$ cat src/rtl/xcorr_peak_lag.sv
// Peak-lag finder for the mic cross-correlator: scans one frame of 2*MAX_LAG+1
// signed correlation results and publishes the lag, value and weakness of the maximum.
module xcorr_peak_lag #(
  parameter int RESULT_W = 32,
  parameter int MAX_LAG  = 31,
  parameter int LAG_W    = 6,
  parameter int MIN_PEAK = 0
) (
  input  logic                       clk,
  input  logic                       rst,
  input  logic                       start,
  input  logic                       result_valid,
  input  logic signed [RESULT_W-1:0] result,
  output logic signed [LAG_W-1:0]    lag_diff,
  output logic signed [RESULT_W-1:0] peak_value,
  output logic                       lag_valid,
  output logic                       no_peak,
  output logic                       busy,
  output logic                       frame_err
);

  localparam int IDX_W = $clog2(2 * MAX_LAG + 1);
  localparam logic [IDX_W-1:0]           LAST_IDX   = IDX_W'(2 * MAX_LAG);
  localparam logic signed [RESULT_W-1:0] MOST_NEG   = {1'b1, {(RESULT_W-1){1'b0}}};
  localparam logic signed [RESULT_W-1:0] MIN_PEAK_S = RESULT_W'(MIN_PEAK);
  localparam logic signed [LAG_W:0]      MAX_LAG_S  = (LAG_W+1)'(MAX_LAG);

  typedef enum logic [1:0] {IDLE, ACCUM, PUBLISH} state_t;

  state_t state, state_nxt;

  logic [IDX_W-1:0]           idx_p0, best_idx_p0;
  logic signed [RESULT_W-1:0] max_p0;

  logic [IDX_W-1:0]           base_idx, base_best, nxt_idx, nxt_best;
  logic signed [RESULT_W-1:0] base_max, nxt_max;
  logic                       accept, last, abort;

  // Index is a zero-based offset; widen before removing the centre so the result is exact.
  function automatic logic signed [LAG_W-1:0] to_lag(input logic [IDX_W-1:0] idx);
    logic signed [LAG_W:0] wide;
    wide = signed'((LAG_W+1)'(idx)) - MAX_LAG_S;
    return wide[LAG_W-1:0];
  endfunction

  function automatic logic is_weak(input logic signed [RESULT_W-1:0] peak);
    return peak <= MIN_PEAK_S;
  endfunction

  always_comb begin
    state_nxt = state;
    abort     = 1'b0;
    accept    = 1'b0;
    last      = 1'b0;
    base_idx  = idx_p0;
    base_max  = max_p0;
    base_best = best_idx_p0;
    case (state)
      IDLE: begin
        if (start) begin
          state_nxt = ACCUM;
          base_idx  = '0;
          base_max  = MOST_NEG;
          base_best = '0;
        end
      end
      ACCUM: begin
        // A restart strobe re-seeds the scan; a sample in the same cycle becomes index 0.
        if (start) begin
          abort     = 1'b1;
          base_idx  = '0;
          base_max  = MOST_NEG;
          base_best = '0;
        end
        if (result_valid) begin
          accept = 1'b1;
          if (base_idx == LAST_IDX) begin
            last      = 1'b1;
            state_nxt = PUBLISH;
          end
        end
      end
      PUBLISH: begin
        if (start) begin
          state_nxt = ACCUM;
          base_idx  = '0;
          base_max  = MOST_NEG;
          base_best = '0;
        end else begin
          state_nxt = IDLE;
        end
      end
      default: state_nxt = IDLE;
    endcase

    nxt_idx  = base_idx;
    nxt_max  = base_max;
    nxt_best = base_best;
    // Strict compare keeps the earliest index on ties.
    if (accept) begin
      if (result > base_max) begin
        nxt_max  = result;
        nxt_best = base_idx;
      end
      nxt_idx = base_idx + IDX_W'(1);
    end
  end

  // Scan state and published outputs, all registered
  always_ff @(posedge clk) begin
    if (rst) begin
      state       <= IDLE;
      idx_p0      <= '0;
      best_idx_p0 <= '0;
      max_p0      <= MOST_NEG;
      lag_diff    <= '0;
      peak_value  <= '0;
      lag_valid   <= 1'b0;
      no_peak     <= 1'b0;
      busy        <= 1'b0;
      frame_err   <= 1'b0;
    end else begin
      state       <= state_nxt;
      idx_p0      <= nxt_idx;
      best_idx_p0 <= nxt_best;
      max_p0      <= nxt_max;
      lag_valid   <= last;
      frame_err   <= abort;
      busy        <= (state_nxt == ACCUM);
      if (last) begin
        lag_diff   <= to_lag(nxt_best);
        peak_value <= nxt_max;
        no_peak    <= is_weak(nxt_max);
      end
    end
  end

endmodule

$ cat config.mk
export PLATFORM = sky130hd
export DESIGN_NAME = xcorr_peak_lag
export DESIGN_NICKNAME = d
export VERILOG_FILES = /design/src/rtl/xcorr_peak_lag.sv
export SDC_FILE = /design/constraint.sdc
export NUM_CORES = 1
export LEC_CHECK = 0
export CORE_MARGIN = 2
export CORE_UTILIZATION = 50
export DETAILED_ROUTE_END_ITERATION = 10
export GPL_TIMING_DRIVEN = 0
export PLACE_DENSITY = 0.87
export SYNTH_ARGS = -nofsm -noshare
export SYNTH_HDL_FRONTEND = slang
export SYNTH_SLANG_ARGS = --single-unit
$ cat constraint.sdc
create_clock -name clk -period 13.8 [get_ports clk]
set_input_delay 2.07 -clock clk [delete_from_list [all_inputs] [get_ports clk]]
set_output_delay 2.07 -clock clk [all_outputs]
set_load 0.01 [all_outputs]
=== Word-level counts from Yosys, hierarchy flattened ===
Index checks and enable logic that the tools add are counted.

* Add/sub/neg operators: 2
* Magnitude comparators: 2
* Equal/unequal tests: 4
* Mux-type cells: 23
* Bitwise gates (word level): 1
* Reduce and logical (&&, ||, !) cells: 4

{| class="wikitable"
|+ Operator list
! kind !! number
|-
| $mux 32 || 4
|-
| $mux 6 || 7
|-
| $gt 32x32->1 || 1
|-
| $le 32x1->1 const B || 1
|-
| $pmux 6 s2 || 1
|-
| $mux 1 || 7
|-
| $add 6x1->6 const B || 1
|-
| $eq 6x6->1 const B || 1
|-
| $mux 2 || 3
|-
| $pmux 2 s3 || 1
|-
| $sub 6x5->6 const B || 1
|-
| $eq 2x1->1 const B || 2
|-
| $reduce_or 2->1 || 2
|-
| $reduce_or 3->1 || 1
|-
| $eq 2x2->1 const B || 1
|-
| $logic_not 2->1 || 1
|-
| $not 1->1 || 1
|}

* Register bits after elaboration: 88
* Bits of input ports: 36
* Output and inout port bits: 42
* Logic and storage cells: 46

=== Logic depth before layout (Yosys ltp) ===
* Depth after elaboration: 7
* Mapped depth: 22
* Gate-level depth less buffers: 17

=== Worst setup path before layout ===
OpenSTA, ideal clock, no wires.

* Path kind: input-to-reg
* From: input start
* To: register lag_diff[4]
* Setup time: 0.091 ns
* Arrival time: 6.094 ns
* Data required time: 13.709 ns
* Slack: 7.615 ns
* Stages on the path: 21
* Path buffers: 5
* Cells stage by stage: nand2_1 -> clkbuf_1 -> buf_1 -> clkbuf_1 -> nand2_1 -> ha_1 -> a21oi_1 -> o21ai_1 -> a2111oi_4 -> o21ai_2 -> a31oi_4 -> mux2i_4 -> buf_4 -> buf_4 -> mux2i_1 -> nor2_1 -> ha_1 -> nand2_1 -> a21oi_1 -> a21o_1 -> a311oi_1

* Cells in the longest elaborated chain, start to end: 6
* Elaborated cells on any way between the ends: 15

{| class="wikitable"
|+ RTL lines
! element !! RTL line !! RTL
|-
| start: declaration || 11 || <nowiki>input logic start,</nowiki>
|-
| $mux 32 / $mux 6 (equally long branches) || 60, 69, 84 ||
|-
| $mux 32 / $mux 6 (equally long branches) || n/a ||
|-
| $gt 32x32->1 / $pmux 6 s2 (equally long branches) || 101, 58 ||
|-
| $mux 6 || 101 || <nowiki>if (result > base_max) begin</nowiki>
|-
| $mux 6 * || 100 || <nowiki>if (accept) begin</nowiki>
|-
| named net nxt_best[1] || 35 || <nowiki>logic [IDX_W-1:0] base_idx, base_best, nxt_idx, nxt_best;</nowiki>
|-
| $sub 6x5->6 * || 42 || <nowiki>wide = signed'((LAG_W+1)'(idx)) - MAX_LAG_S;</nowiki>
|-
| end signal: assignment || 131 || <nowiki>lag_diff <= to_lag(nxt_best);</nowiki>
|-
| end: declaration || 14 || <nowiki>output logic signed [LAG_W-1:0] lag_diff,</nowiki>
|}

The timed path passes the listed nets; every way through them passes the cells marked *. The select of a mux whose other input is x is not followed.
A chain may end at the register's enable or synchronous reset.

=== Worst setup path after layout ===
Ends and elaborated chain as after synthesis.

==> impl_metrics.json <==
{
  "ys_types": 45,
  "ys.flop_type": "dfxtp_1",
  "holdWs_ps": 467,
  "gp_congestion": 0.943,
  "post-route-util_pct": 64.1,
  "cp_data_arrival_time_ps": 8020,
  "syn-num-nets": 626,
  "track_usage_pct": 26.9,
  "ctsLongestPathBuffers": 2,
  "drtAntennaViolNets": 0,
  "ir_worst_vdd_mv": 0.0497,
  "routed_wl_microns": 12800,
  "synth_area_sq_um": 4470,
  "drv_slew": 0,
  "slew_headroom_pct": 56.3,
  "crit_type": "input port to flip-flop",
  "firstDrtPassIters": 5,
  "max_freq_mhz": 129,
  "cp-end-kind": "flip-flop",
  "final_common_cell": "nor2_1",
  "reg2reg_slack_ps": 7850,
  "layout_common_cells": "123 x nor2_1, 88 x dfxtp_1, 76 x clkdlybuf4s50_1",
  "die_w_microns": 98.6,
  "crit_required_ps": 14070,
  "crit_path_max_fanout": 10,
  "period_minus_slack_ps": 7750,
  "netlist_instances": 556,
  "final_layout_size_suffix_gt1_share_pct": 4.78,
  "final_nets": 713,
  "start_util_pct": 51.5,
  "n_fill_cell": 738,
  "setup.worst_path.start": "start",
  "cts_buffers": 9,
  "rows": 34,
  "grt_pass1_vias": 4271,
  "clkLatencyLatePin_ps": 360,
  "hold_viol": 0,
  "yosysWarnings": 0,
  "rsz0062_at_grt": "false",
  "wl_per_cell_microns": 17.0,
  "clock_skew_ps": 10.8,
  "critPathLaunchType": "input port",
  "ctsHoldBuffers": 0,
  "grt_max_degree": 15,
  "antenna_found_initial": 0,
  "yosysSeqAreaShare_pct": 39.4,
  "dp_hpwl_microns": 9900,
  "cts_tree": "built",
  "crit_end": "lag_diff[4]",
  "ioPinCount": 78,
  "drv_cap": 0,
  "p_leak_uw": 0.00211,
  "asyncSetResetFlopFracSynth_pct": 0,
  "clock_sinks": 88,
  "outcome": "complete, no violations",
  "synth_area_per_cell_sq_um": 8.04,
  "finalCritPeriodShare_pct": 56.2,
  "synth-edff-count": 0,
  "worstRegToRegCells": 22,
  "port_buffers": 76,
  "synth_seq_cells": 88,
  "core_area_sq_um": 8680,
  "drt-initial-drc-count": 335,
  "clk_pin_slew_ps": 80,
  "grt_pass1_wl_microns": 21000,
  "fp.dieArea_sq_um": 9710,
  "root_buffer": "clkbuf_8",
  "setup_tns_ps": 0,
  "setup_violations": 0,
  "vias": 4404,
  "antenna_cells": 0,
  "post_cts_buffers": 0,
  "hold_path_class": "flip-flop to flip-flop",
  "tightest_slew_ps": 656,
  "regToRegStartpoint": "state[0]",
  "viasPerCell": 5.83,
  "cts_max_level": 3,
  "post_cts_resized": 0,
  "area_delta_synth_final_pct": 24.3,
  "power.density_nw_per_um2": 88.9,
  "drc": 0,
  "fp.dieH_microns": 98.6,
  "r2r-end": "lag_diff[4]",
  "grt_overflow": 0
}
layout make-up:
type	instances	area (sq um)	share of cell area, %
Sequential cell	88	1760	31.7
Clock buffer	12	165	2.97
Clock inverter	4	27.5	0.495
Timing Repair Buffer	76	761	13.7
Tap cell	108	135	2.43
Buffer	33	133	2.39
Inverter	35	131	2.36
Multi-Input combinational cell	400	2440	44.0
synth_stat cells, types with 5 or more instances:
library cell,n,area (sq um)
a21oi_1,17,85.1
nor2b_1,5,31.3
o21ai_0,5,25.0
and2_1,6,37.5
nor2_1,123,462
mux2i_1,7,70.1
nand2_1,56,210
ha_1,34,425
clkbuf_1,27,101
inv_1,35,131
nand3_1,5,25.0
nor4_1,12,75.1
a211oi_1,35,263
nor3_1,8,40.0
nand4_1,12,75.1
a31oi_1,30,188
dfxtp_1,88,1760
and3_1,5,31.3
xnor2_1,6,52.6
metal layers:
metal / routed length (microns) / global-route usage [%] / vias up
li1: - / - / 2109
met4: 263 / 8.64 / 0
met5: 0 / 0 / -
met3: 798 / 4.82 / 23
met2: 6090 / 45.3 / 171
met1: 5660 / 35.1 / 2101
registers in the layout (all words and copies together), names as in the netlist:
name,flops
max_p0,32
peak_value,32
best_idx_p0,6
idx_p0,6
lag_diff,6
state,2
busy,1
frame_err,1
lag_valid,1
no_peak,1
kinds of logic after synthesis:
| logic type | Yosys count | share of synthesized area, % |
|---|---|---|
| buffers and inverters | 68 | 5.91 |
| xor gates and xnor gates | 9 | 1.76 |
| and+or+nand+nor | 241 | 23.8 |
| adders and majority gates | 34 | 9.52 |
| AOI/OAI and AO/OA | 104 | 16.4 |
| DFF | 88 | 39.4 |
| muxes | 12 | 3.16 |
worst min-delay path by stage:
stage                            from     endpoint  slack [ps]  depth (start not counted)
after floorplan           lag_diff[3]  lag_diff[3]         480                          2
after global routing      lag_diff[3]  lag_diff[3]         500                          2
after CTS                 lag_diff[3]  lag_diff[3]         470                          2
after global placement    lag_diff[3]  lag_diff[3]         450                          2
final                     lag_diff[3]  lag_diff[3]         470                          2
after detailed placement  lag_diff[3]  lag_diff[3]         460                          2
per-stage QoR:
stage | instances | setup slack (ps) | cell area, sq um | power, uW
floorplan | 556 | 7620 | 4470 | 301
global route | 756 | 5730 | 5560 | 513
CTS | 756 | 6120 | 5560 | 495
global placement | 740 | 5930 | 5370 | 326
finish | 756 | 6050 | 5560 | 494
detailed placement | 740 | 5750 | 5370 | 328
where the power goes:
part / internal [uW] / switching [uW] / total, uW
Clock: 80.3 / 90.1 / 170
Sequential: 257 / 2.26 / 259
Combinational: 26.0 / 38.8 / 64.9
critical path, stage by stage:
cell and delay (ps):
clkdlybuf4s50_1 490, nand2_1 350, clkbuf_1 510, buf_1 570, clkbuf_1 470, nand2_1 120
ha_1 330, a21oi_1 150, o21ai_0 120, a211oi_2 270, a31oi_2 170, a31oi_4 290
mux2i_4 510, buf_4 280, buf_4 210, mux2i_1 250, nor2_1 70, ha_1 230
nand2_1 70, a21oi_1 60, a21o_1 180, a311oi_1 230
Note: power is estimated with default switching activity, not from simulation.
